[src/rtl/lcd_bus_master.sv]
// lcd_bus_master: turns byte write requests into nCS/nWR/nRD/RS/DB bus cycles
// for the LCD timing controller. It can optionally poll the HD44780 busy flag
// (RS=0 read, DB7) before each write, and it gives up after POLL_LIMIT busy reads.
// Every bus output is a flop decoded from the next state, so strobes never glitch.
module lcd_bus_master #(
  parameter int WR_HOLD    = 20,
  parameter int RD_HOLD    = 8,
  parameter int RD_SAMPLE  = 4,
  parameter int GAP        = 4,
  parameter int POLL_LIMIT = 1023
) (
  input  logic       clk,
  input  logic       nRst,
  input  logic       req_valid,
  output logic       req_ready,
  input  logic       req_rs,
  input  logic [7:0] req_data,
  input  logic       poll_en,
  output logic       done,
  output logic       busy_to,
  output logic [7:0] last_status,
  output logic       nCS,
  output logic       nWR,
  output logic       nRD,
  output logic       RS,
  output logic [7:0] DB_out,
  output logic       DB_oe,
  input  logic [7:0] DB_in
);

  localparam int CNT_W = $clog2(WR_HOLD + RD_HOLD + GAP + 1);
  localparam int PC_W  = $clog2(POLL_LIMIT + 1);

  typedef enum logic [2:0] {
    IDLE,
    RD_STB,
    RD_GAP,
    SETUP,
    WR_STB,
    HOLD,
    WR_GAP
  } state_t;

  state_t           state;
  state_t           nextState;
  logic [CNT_W-1:0] cnt;
  logic [CNT_W-1:0] cntNext;
  logic [PC_W-1:0]  pollCnt;
  logic [PC_W-1:0]  pollNext;
  logic             rsLat;
  logic [7:0]       dataLat;

  logic             accept;
  logic             drive;
  logic             rsSel;
  logic [7:0]       dataSel;
  logic [7:0]       statusNext;
  logic             abortNext;
  logic             doneNext;
  logic             busyToNext;
  logic             pollExhausted;

  // Next-state, counter, poll count and the next values of the registered outputs
  always_comb begin
    accept        = req_valid & req_ready;
    nextState     = state;
    cntNext       = cnt + CNT_W'(1);
    pollNext      = pollCnt;
    statusNext    = last_status;
    pollExhausted = (int'(pollCnt) + 1) >= POLL_LIMIT;

    case (state)
      IDLE: begin
        if (accept) begin
          pollNext  = '0;
          nextState = poll_en ? RD_STB : SETUP;
        end
      end
      RD_STB: begin
        if (cnt == CNT_W'(RD_SAMPLE)) begin
          statusNext = DB_in;
        end
        if (cnt == CNT_W'(RD_HOLD - 1)) begin
          nextState = RD_GAP;
        end
      end
      RD_GAP: begin
        if (cnt == CNT_W'(GAP - 1)) begin
          if (!last_status[7]) begin
            nextState = SETUP;
          end else if (!pollExhausted) begin
            pollNext  = pollCnt + PC_W'(1);
            nextState = RD_STB;
          end else begin
            nextState = IDLE;
          end
        end
      end
      SETUP: begin
        nextState = WR_STB;
      end
      WR_STB: begin
        if (cnt == CNT_W'(WR_HOLD - 1)) begin
          nextState = HOLD;
        end
      end
      HOLD: begin
        nextState = WR_GAP;
      end
      WR_GAP: begin
        if (cnt == CNT_W'(GAP - 1)) begin
          nextState = IDLE;
        end
      end
      default: begin
        nextState = IDLE;
      end
    endcase

    if (nextState != state) begin
      cntNext = '0;
    end

    // done and the timeout flag land in the last gap cycle, not after it
    abortNext = (nextState == RD_GAP) && (cntNext == CNT_W'(GAP - 1)) &&
                statusNext[7] && pollExhausted;
    doneNext  = abortNext ||
                ((nextState == WR_GAP) && (cntNext == CNT_W'(GAP - 1)));

    busyToNext = busy_to;
    if (accept) begin
      busyToNext = 1'b0;
    end else if (abortNext) begin
      busyToNext = 1'b1;
    end

    // The accept edge loads SETUP, so the request fields bypass the latches then
    rsSel   = (state == IDLE) ? req_rs   : rsLat;
    dataSel = (state == IDLE) ? req_data : dataLat;
    drive   = (nextState == SETUP) || (nextState == WR_STB) || (nextState == HOLD);
  end

  // State, cycle counter, poll counter and request latches
  always_ff @(posedge clk or negedge nRst) begin
    if (!nRst) begin
      state   <= IDLE;
      cnt     <= '0;
      pollCnt <= '0;
      rsLat   <= 1'b0;
      dataLat <= 8'h00;
    end else begin
      state   <= nextState;
      cnt     <= cntNext;
      pollCnt <= pollNext;
      if (accept) begin
        rsLat   <= req_rs;
        dataLat <= req_data;
      end
    end
  end

  // Registered bus and status outputs decoded from the next state
  always_ff @(posedge clk or negedge nRst) begin
    if (!nRst) begin
      nCS         <= 1'b1;
      nWR         <= 1'b1;
      nRD         <= 1'b1;
      RS          <= 1'b0;
      DB_oe       <= 1'b0;
      DB_out      <= 8'h00;
      req_ready   <= 1'b0;
      done        <= 1'b0;
      busy_to     <= 1'b0;
      last_status <= 8'h00;
    end else begin
      nCS         <= !((nextState == RD_STB) || (nextState == WR_STB));
      nWR         <= !(nextState == WR_STB);
      nRD         <= !(nextState == RD_STB);
      RS          <= drive & rsSel;
      DB_oe       <= drive;
      if (drive) begin
        DB_out <= dataSel;
      end
      req_ready   <= (nextState == IDLE);
      done        <= doneNext;
      busy_to     <= busyToNext;
      last_status <= statusNext;
    end
  end

endmodule
[config.mk]
export PLATFORM = sky130hd
export DESIGN_NAME = lcd_bus_master
export DESIGN_NICKNAME = d
export VERILOG_FILES = /design/src/rtl/lcd_bus_master.sv
export SDC_FILE = /design/constraint.sdc
export NUM_CORES = 1
export LEC_CHECK = 0
export ABC_AREA = 1
export CAP_MARGIN = 40
export CORE_ASPECT_RATIO = 0.5
export CORE_MARGIN = 2
export CORE_UTILIZATION = 47
export CTS_BUF_LIST = sky130_fd_sc_hd__clkbuf_4 sky130_fd_sc_hd__clkbuf_8 sky130_fd_sc_hd__clkbuf_16
export CTS_CLUSTER_SIZE = 28
export DETAILED_ROUTE_END_ITERATION = 6
export PLACE_DENSITY = 0.76
export SLEW_MARGIN = 30
export SYNTH_ARGS = -nofsm -noshare
export SYNTH_HDL_FRONTEND = slang
export SYNTH_SLANG_ARGS = --single-unit
[constraint.sdc]
create_clock -name clk -period 2 [get_ports clk]
set_input_delay 0.2 -clock clk [delete_from_list [all_inputs] [get_ports clk]]
set_output_delay 0.2 -clock clk [all_outputs]
set_load 0.1 [all_outputs]
==> impl_results.md, run 1 <==
* Status: complete, but fails checks
* Failing checks: negative setup slack
* CTS tree: built
* Top post-synthesis cells by area: dfrtp_1 48%, nand2_1 12%, nor2_1 5.8%
* Highest-count cells in the layout ignoring fill and taps: 77 x nand2_1, 47 x buf_4, 44 x dfrtp_1
* Largest family of logic cells by synthesized area: simple AND/OR/NAND/NOR gates
* Vias per inst at approximately 5.3
* Post-synth cell types at 33
* Max Slew Vio Count at 0
* ANT cells at 0
* R2r setup slk at -0.24 ns
* Hpwl dp at 4462 um
* Worst r2r src: pollCnt[0]$_DFFE_PN0P_
* Die Height at 56.30 um
* Setup Viol. Count Final at 29
* Crit path from: pollCnt[0]$_DFFE_PN0P_
* Number of synthesized flops with an enable pin at 0
* Register area share after synthesis at 50.75%
* Avg Cell Area, Syn at 8.321 um^2
* Layout Utilization at 70.82%
* CP max FO at 4
* Final min period at 2.241 ns
* Yosys top cell area share at roughly 48%
* Wire length per cell at 15.55 um
* Tot GR Track Use at 21.45%
* Mux cell area share after synthesis at 3.066%
* # rows at 18
* Clock-pin slew on the worst setup and hold paths at 0.10 ns
* Setup CP Type: flip-flop to flip-flop
* Drt drc at 0
* # clock sinks at 52
* XOR/XNOR share of the synthesized area at 1.703%
* Share of cells above drive strength 1 at between 30% and 40%
* Fin Clk Skew at 0.01156 ns
* CP Data Required Time at between 2 and 2.5 ns
* Total gr overflow at 0
* Root Driver: clkbuf_8
* Hold Vio Cnt, Final at 0
* Max frequency at 446.3 MHz
* Async S/R FF share, synth at 100.0%
* Compound-Gate Fraction of Synth Area at under 10%
* Simple-Gate Fraction of Synth Area at 28.71%
* Ys flop type: dfrtp_1
* Syn nets at 334
* Synthesized area at ~2600 um^2
* Unrepaired setup endpoints after global routing: true
* Max Buffers Root-to-Sink at 2
* Layout area overhead at 40.19%
* Drt first pass iters at 5
* Initial drt markers at 166
* Commonest non-fill, non-tap cell in the layout: nand2_1
* Flops & latches, synth at 52
* Placed Area at 3168 um^2
* Ports at 45
* Synth Area in Adders at 1.946%
* Worst Setup Slack, final at -0.2409 ns
* Htree depth at 2
* Initial antenna violation count at 0
* Post-Syn Instances at just over 300
* HP Class: input port to async pin
* Endpoint class of the critical path: flip-flop
* Initial Utilization at between 50 and 60%
* Placer's final routability congestion estimate at 0.8825
* Crit share post-route at 112.0%
* Clock Latency Late Sink at 0.31 ns
* Crit start category: flip-flop
* Vias at about 2400
* Critical Path AT at 2.48 ns
* Worst Max-Slew Pin Slew at about 0.60 ns
* Nets at 410
* Layout Cell Area excl Fill at 3605 um^2
* Pin count of the biggest net entering global routing at 31
* Max-cap violation count at 0
* Std-Cell Core Area at 5090 um^2
* Final wirelength at between 7000 and 8000 um
* Antenna-violating nets left at 0
* I/O Buffers at 44
* First-pass GRT wire length at 10290 um
* Die width at approximately 110 um
* Yosys warning count at 0
* Die ar. at between 6000 and 7000 um^2
* Normalized max-slew margin at between 60% and 70%
* CTS buffer count at 5
* Vias in the first global route at 2226
* Post-synth top area cell: dfrtp_1
==> area by class of cell <==
type / instances / area (um^2)
fillers: 379 / 1485
multi-input cells: 219 / 1330
flip-flops and latches: 52 / 1311
repair buffers: 74 / 634.4
inverters: 33 / 126.4
well taps: 70 / 87.58
clock buffers: 6 / 76.32
clock inverters: 2 / 38.79
==> routing by layer <==
layer,vias to the layer above,track usage (%),wire length [um]
met4,0,6.044,136
met5,-,0,0
met3,18,3.717,381
met1,1170,28.42,2919
li1,1152,-,-
met2,93,36.43,3652
==> cells by family after synthesis <==
| logic type | Yosys count |
|---|---|
| AND/OR/NAND/NOR | 169 |
| flip-flops | 52 |
| buffers and inverters | 39 |
| AO/OA/AOI/OAI | 33 |
| multiplexers | 7 |
| XOR/XNOR | 5 |
| adder cells (fa/ha/maj) | 4 |
==> repair_timing <==
action,CTS,global route
endpoints found under the hold margin,19,0
buffers inserted,2,7
pin swaps,10,19
gates resized for setup,10,57
cloned,1,0
endpoints found under the setup margin,17,33
hold buffers,1,0
==> final timing paths <==
kind                                       endpoint  cells after the start
hold reg to reg              dataLat[2]$_DFFE_PN0P_                      2
setup / recovery                busy_to$_DFFE_PN0P_                     16
setup reg to reg                busy_to$_DFFE_PN0P_                     16
hold / removal               dataLat[7]$_DFFE_PN0P_                      2
min in group clk             dataLat[5]$_DFFE_PN0P_                      3
max in group asynchronous  last_status[7]$_DFF_PN0_                      3
==> critical path, cell delays in order, from the launching register on <==
cell and delay [ns]:
dfrtp_2 0.46, inv_2 0.10, ha_4 0.21, nor2_4 0.08, nor2_2 0.05, nor2_2 0.16, nand3_2 0.11, nor2_2 0.10
nand3_1 0.09, nand2_2 0.09, nand2_2 0.07, nand2_4 0.07, nand2_4 0.06, or2_1 0.24, nor2_1 0.12, nor2_1 0.06
nor2_1 0.09
==> cell usage after synthesis (3+ instances only) <==
library cell,count
nand4_1,5
dfrtp_1,49
mux2_2,7
inv_1,30
o21ai_0,9
nor2_1,40
o31ai_1,4
xor2_1,3
a21oi_1,7
ha_1,4
a31oi_1,9
nand2_2,3
dfstp_2,3
nand3_1,27
nand2_1,83
==> sequential cells by signal (all words and copies together) (netlist names) <==
| signal | count |
|---|---|
| rsLat | 1 |
| done | 1 |
| nWR | 1 |
| RS | 1 |
| state | 3 |
| nRD | 1 |
| req_ready | 1 |
| dataLat | 8 |
| last_status | 8 |
| busy_to | 1 |
| DB_oe | 1 |
| pollCnt | 10 |
| cnt | 6 |
| nCS | 1 |
| DB_out | 8 |
==> stage by stage <==
step	hold slack, ns	worst slack, ns	std cells	TNS, ns
2_1_floorplan	-0.09559	-0.001791	309	-0.001791
3_3_place_gp	0.2127	-0.04083	438	-0.04859
3_5_place_dp	0.2339	-0.1336	438	-0.8085
4_1_cts	0.4358	-0.1138	450	-0.7715
5_1_grt	0.4462	-0.3359	456	-6.424
6_report	0.4241	-0.2409	456	-3.391
Power of run 1 is not shown: default switching activity piles up to over one toggle a cycle in this logic, so the estimate is an artifact.
==> inputs of run 2 (changes only) <==
--- a/config.mk
+++ b/config.mk
@@ -5,15 +5,14 @@
 export SDC_FILE = /design/constraint.sdc
 export NUM_CORES = 1
 export LEC_CHECK = 0
-export ABC_AREA = 1
 export CAP_MARGIN = 40
 export CORE_ASPECT_RATIO = 0.5
 export CORE_MARGIN = 2
-export CORE_UTILIZATION = 47
+export CORE_UTILIZATION = 38
 export CTS_BUF_LIST = sky130_fd_sc_hd__clkbuf_4 sky130_fd_sc_hd__clkbuf_8 sky130_fd_sc_hd__clkbuf_16
 export CTS_CLUSTER_SIZE = 28
 export DETAILED_ROUTE_END_ITERATION = 6
-export PLACE_DENSITY = 0.76
+export PLACE_DENSITY = 0.63
 export SLEW_MARGIN = 30
 export SYNTH_ARGS = -nofsm -noshare
 export SYNTH_HDL_FRONTEND = slang
==> impl_results.md, run 2 <==
* Die Height at 64.48 um
* Crit share post-route at 119.6%
* Layout Utilization at 62.49%
* Crit start category: flip-flop
* Unrepaired setup endpoints after global routing: true
* Fin Clk Skew at around 0.0063 ns
* Setup CP Type: flip-flop to flip-flop
* Drt drc at 0
* XOR/XNOR share of the synthesized area at 1.575%
* Vias in the first global route at 2525
* CP Data Required Time at 2.18 ns
* Synth top cells by count: 49 x dfrtp_1, 35 x mux2_2, 23 x nand2_1
* Worst Setup Slack, final at -0.3923 ns
* Drt first pass iters at 4
* Flops & latches, synth at 52
* Top-count cell post-synth: dfrtp_1
* Largest register FFs at 10
* Yosys warning count at 0
* FILL cells at about 530
* Vias at between 2000 and 2500
* Max-cap violation count at 0
* # clock sinks at 52
* Post-Syn Instances at between 200 and 250
* Die width at 125.0 um
* CTS buffer count at 5
* Yosys top cell area share at 44.10%
* Std-Cell Core Area at a little under 7000 um^2
* Failing checks: negative setup slack
* Hpwl dp at 4782 um
* Largest family of logic cells by synthesized area: simple AND/OR/NAND/NOR gates
* FF+latch area at 1313 um^2
* Tot GR Track Use at ~18%
* ANT cells at 0
* Async S/R FF share, synth at 100.0%
* Initial Utilization at 40.39%
* Die ar. at 8058 um^2
* Number of synthesized flops with an enable pin at 0
* Worst Max-Slew Pin Slew at 0.4282 ns
* Post-synth cell types at 60
* Synth Area in Adders at 1.800%
* Top post-synthesis cells by area: dfrtp_1 44%, mux2_2 14%, nand2_1 3.1%
* Layout area overhead at 54.73%
* Avg Cell Area, Syn at 11.35 um^2
* I/O Buffers at 44
* Vias per inst at 5.224
* CP max FO at 5
* Ports at 45
* Final min period at about 2.4 ns
* # rows at 21
* Post-synth top area cell: dfrtp_1
* Clock Latency Late Sink at 0.30 ns
* Final wirelength at 7175 um
* Setup Viol. Count Final at 33
* Antenna-violating nets left at 0
* Htree depth at 2
* Register area share after synthesis at 46.94%
* Max Buffers Root-to-Sink at 2
* Top reg by flops: pollCnt
* Total gr overflow at 0
* Clock-pin slew on the worst setup and hold paths at 0.07 ns
* Commonest non-fill, non-tap cell in the layout: buf_4
* Synthesized area at approximately 2800 um^2
* Wire length per cell at 15.77 um
* Max frequency at about 420 MHz
* Hold Vio Cnt, Final at 0
* Area of the multi-input gates at 1650 um^2
* Worst r2r src: cnt[0]$_DFF_PN0_
* R2r setup slk at -0.39 ns
* Max Slew Vio Count at 0
* Pin count of the biggest net entering global routing at 53
* Highest-count cells in the layout ignoring fill and taps: 93 x buf_4, 45 x dfrtp_1, 30 x mux2_2
* CTS tree: built
* Compound-Gate Fraction of Synth Area at 14.00%
* Endpoint class of the critical path: flip-flop
* Critical Path AT at 2.57 ns
* Root Driver: clkbuf_16
* Hold slack at 0.4405 ns
* Ys flop type: dfrtp_1
* Simple-Gate Fraction of Synth Area at 16.83%
* Syn nets at 270
* HP Class: input port to async pin
* Normalized max-slew margin at 71.46%
* Nets at 387
* Placer's final routability congestion estimate at 0.8630
* Mux cell area share after synthesis at 14.54%
* Status: complete, but fails checks
* Initial antenna violation count at 0
* Initial drt markers at 84
* First-pass GRT wire length at 11820 um
* Crit path from: cnt[0]$_DFF_PN0_
* Share of cells above drive strength 1 at 58.13%
run 2: cell count changes in the layout (fill, tap and decap cells not counted), moves of 6 or more:
cell,change
mux2_2,+23
inv_1,-20
nor2_1,-19
nand2_1,-58
nand3_2,-8
buf_4,+46
nor2_2,-6
nand3_1,-10
run 2: critical path, cell delays in order, from the launching register on:
cell,delay [ns]
dfrtp_1,0.40
ha_4,0.16
or4b_4,0.52
nor2_4,0.12
nand2_2,0.06
o22a_1,0.21
a21boi_4,0.16
o21bai_4,0.17
buf_6,0.16
mux2_2,0.33
run 2: area by class of cell:
cell class              instances  share of cell area (%)
clock inverters                 3                   1.076
clock buffers                   5                   2.909
flip-flops and latches         52                   30.51
repair buffers                123                   23.56
multi-input cells             171                   38.37
well taps                      92                   2.676
inverters                       9                  0.9017
run 2: final timing paths:
kind | cells after the start | end
max | 9 | DB_out[5]$_DFFE_PN0P_
min | 3 | dataLat[5]$_DFFE_PN0P_
max in group asynchronous | 3 | nRD$_DFF_PN1_
max reg2reg | 9 | DB_out[5]$_DFFE_PN0P_
min in group clk | 2 | busy_to$_DFFE_PN0P_
min reg2reg | 2 | busy_to$_DFFE_PN0P_
run 2: cell families after synthesis:
logic type / Yosys count
AND/OR/NAND/NOR: 79
buffers and inverters: 22
multiplexers: 36
adder cells (fa/ha/maj): 4
flip-flops: 52
AO/OA/AOI/OAI: 47
XOR/XNOR: 5
run 2: timing repair:
action	CTS	global route
gates resized for setup	41	39
buffers inserted	10	6
hold buffers	1	0
setup endpoints to repair	33	33
pin swaps	7	10
cloned	1	0
endpoints found under the hold margin	49	0
run 2: routing by layer:
layer,global-route usage (%),wire [um]
met3,3.303,188
met4,6.806,163
met5,0,0
met1,23.35,3135
met2,31.66,3688
run 2: stage by stage:
| step | TNS (ns) | cells | setup WS, ns | area [um^2] |
|---|---|---|---|---|
| after floorplan | -7.631 | 245 | -0.3999 | 2808 |
| after global placement | -8.219 | 433 | -0.3758 | 3704 |
| after detailed placement | -10.28 | 433 | -0.4606 | 3704 |
| after CTS | -9.671 | 453 | -0.3948 | 4091 |
| after global routing | -12.53 | 455 | -0.4684 | 4302 |
| final | -9.682 | 455 | -0.3923 | 4302 |
Power of run 2 is left out for the same reason.
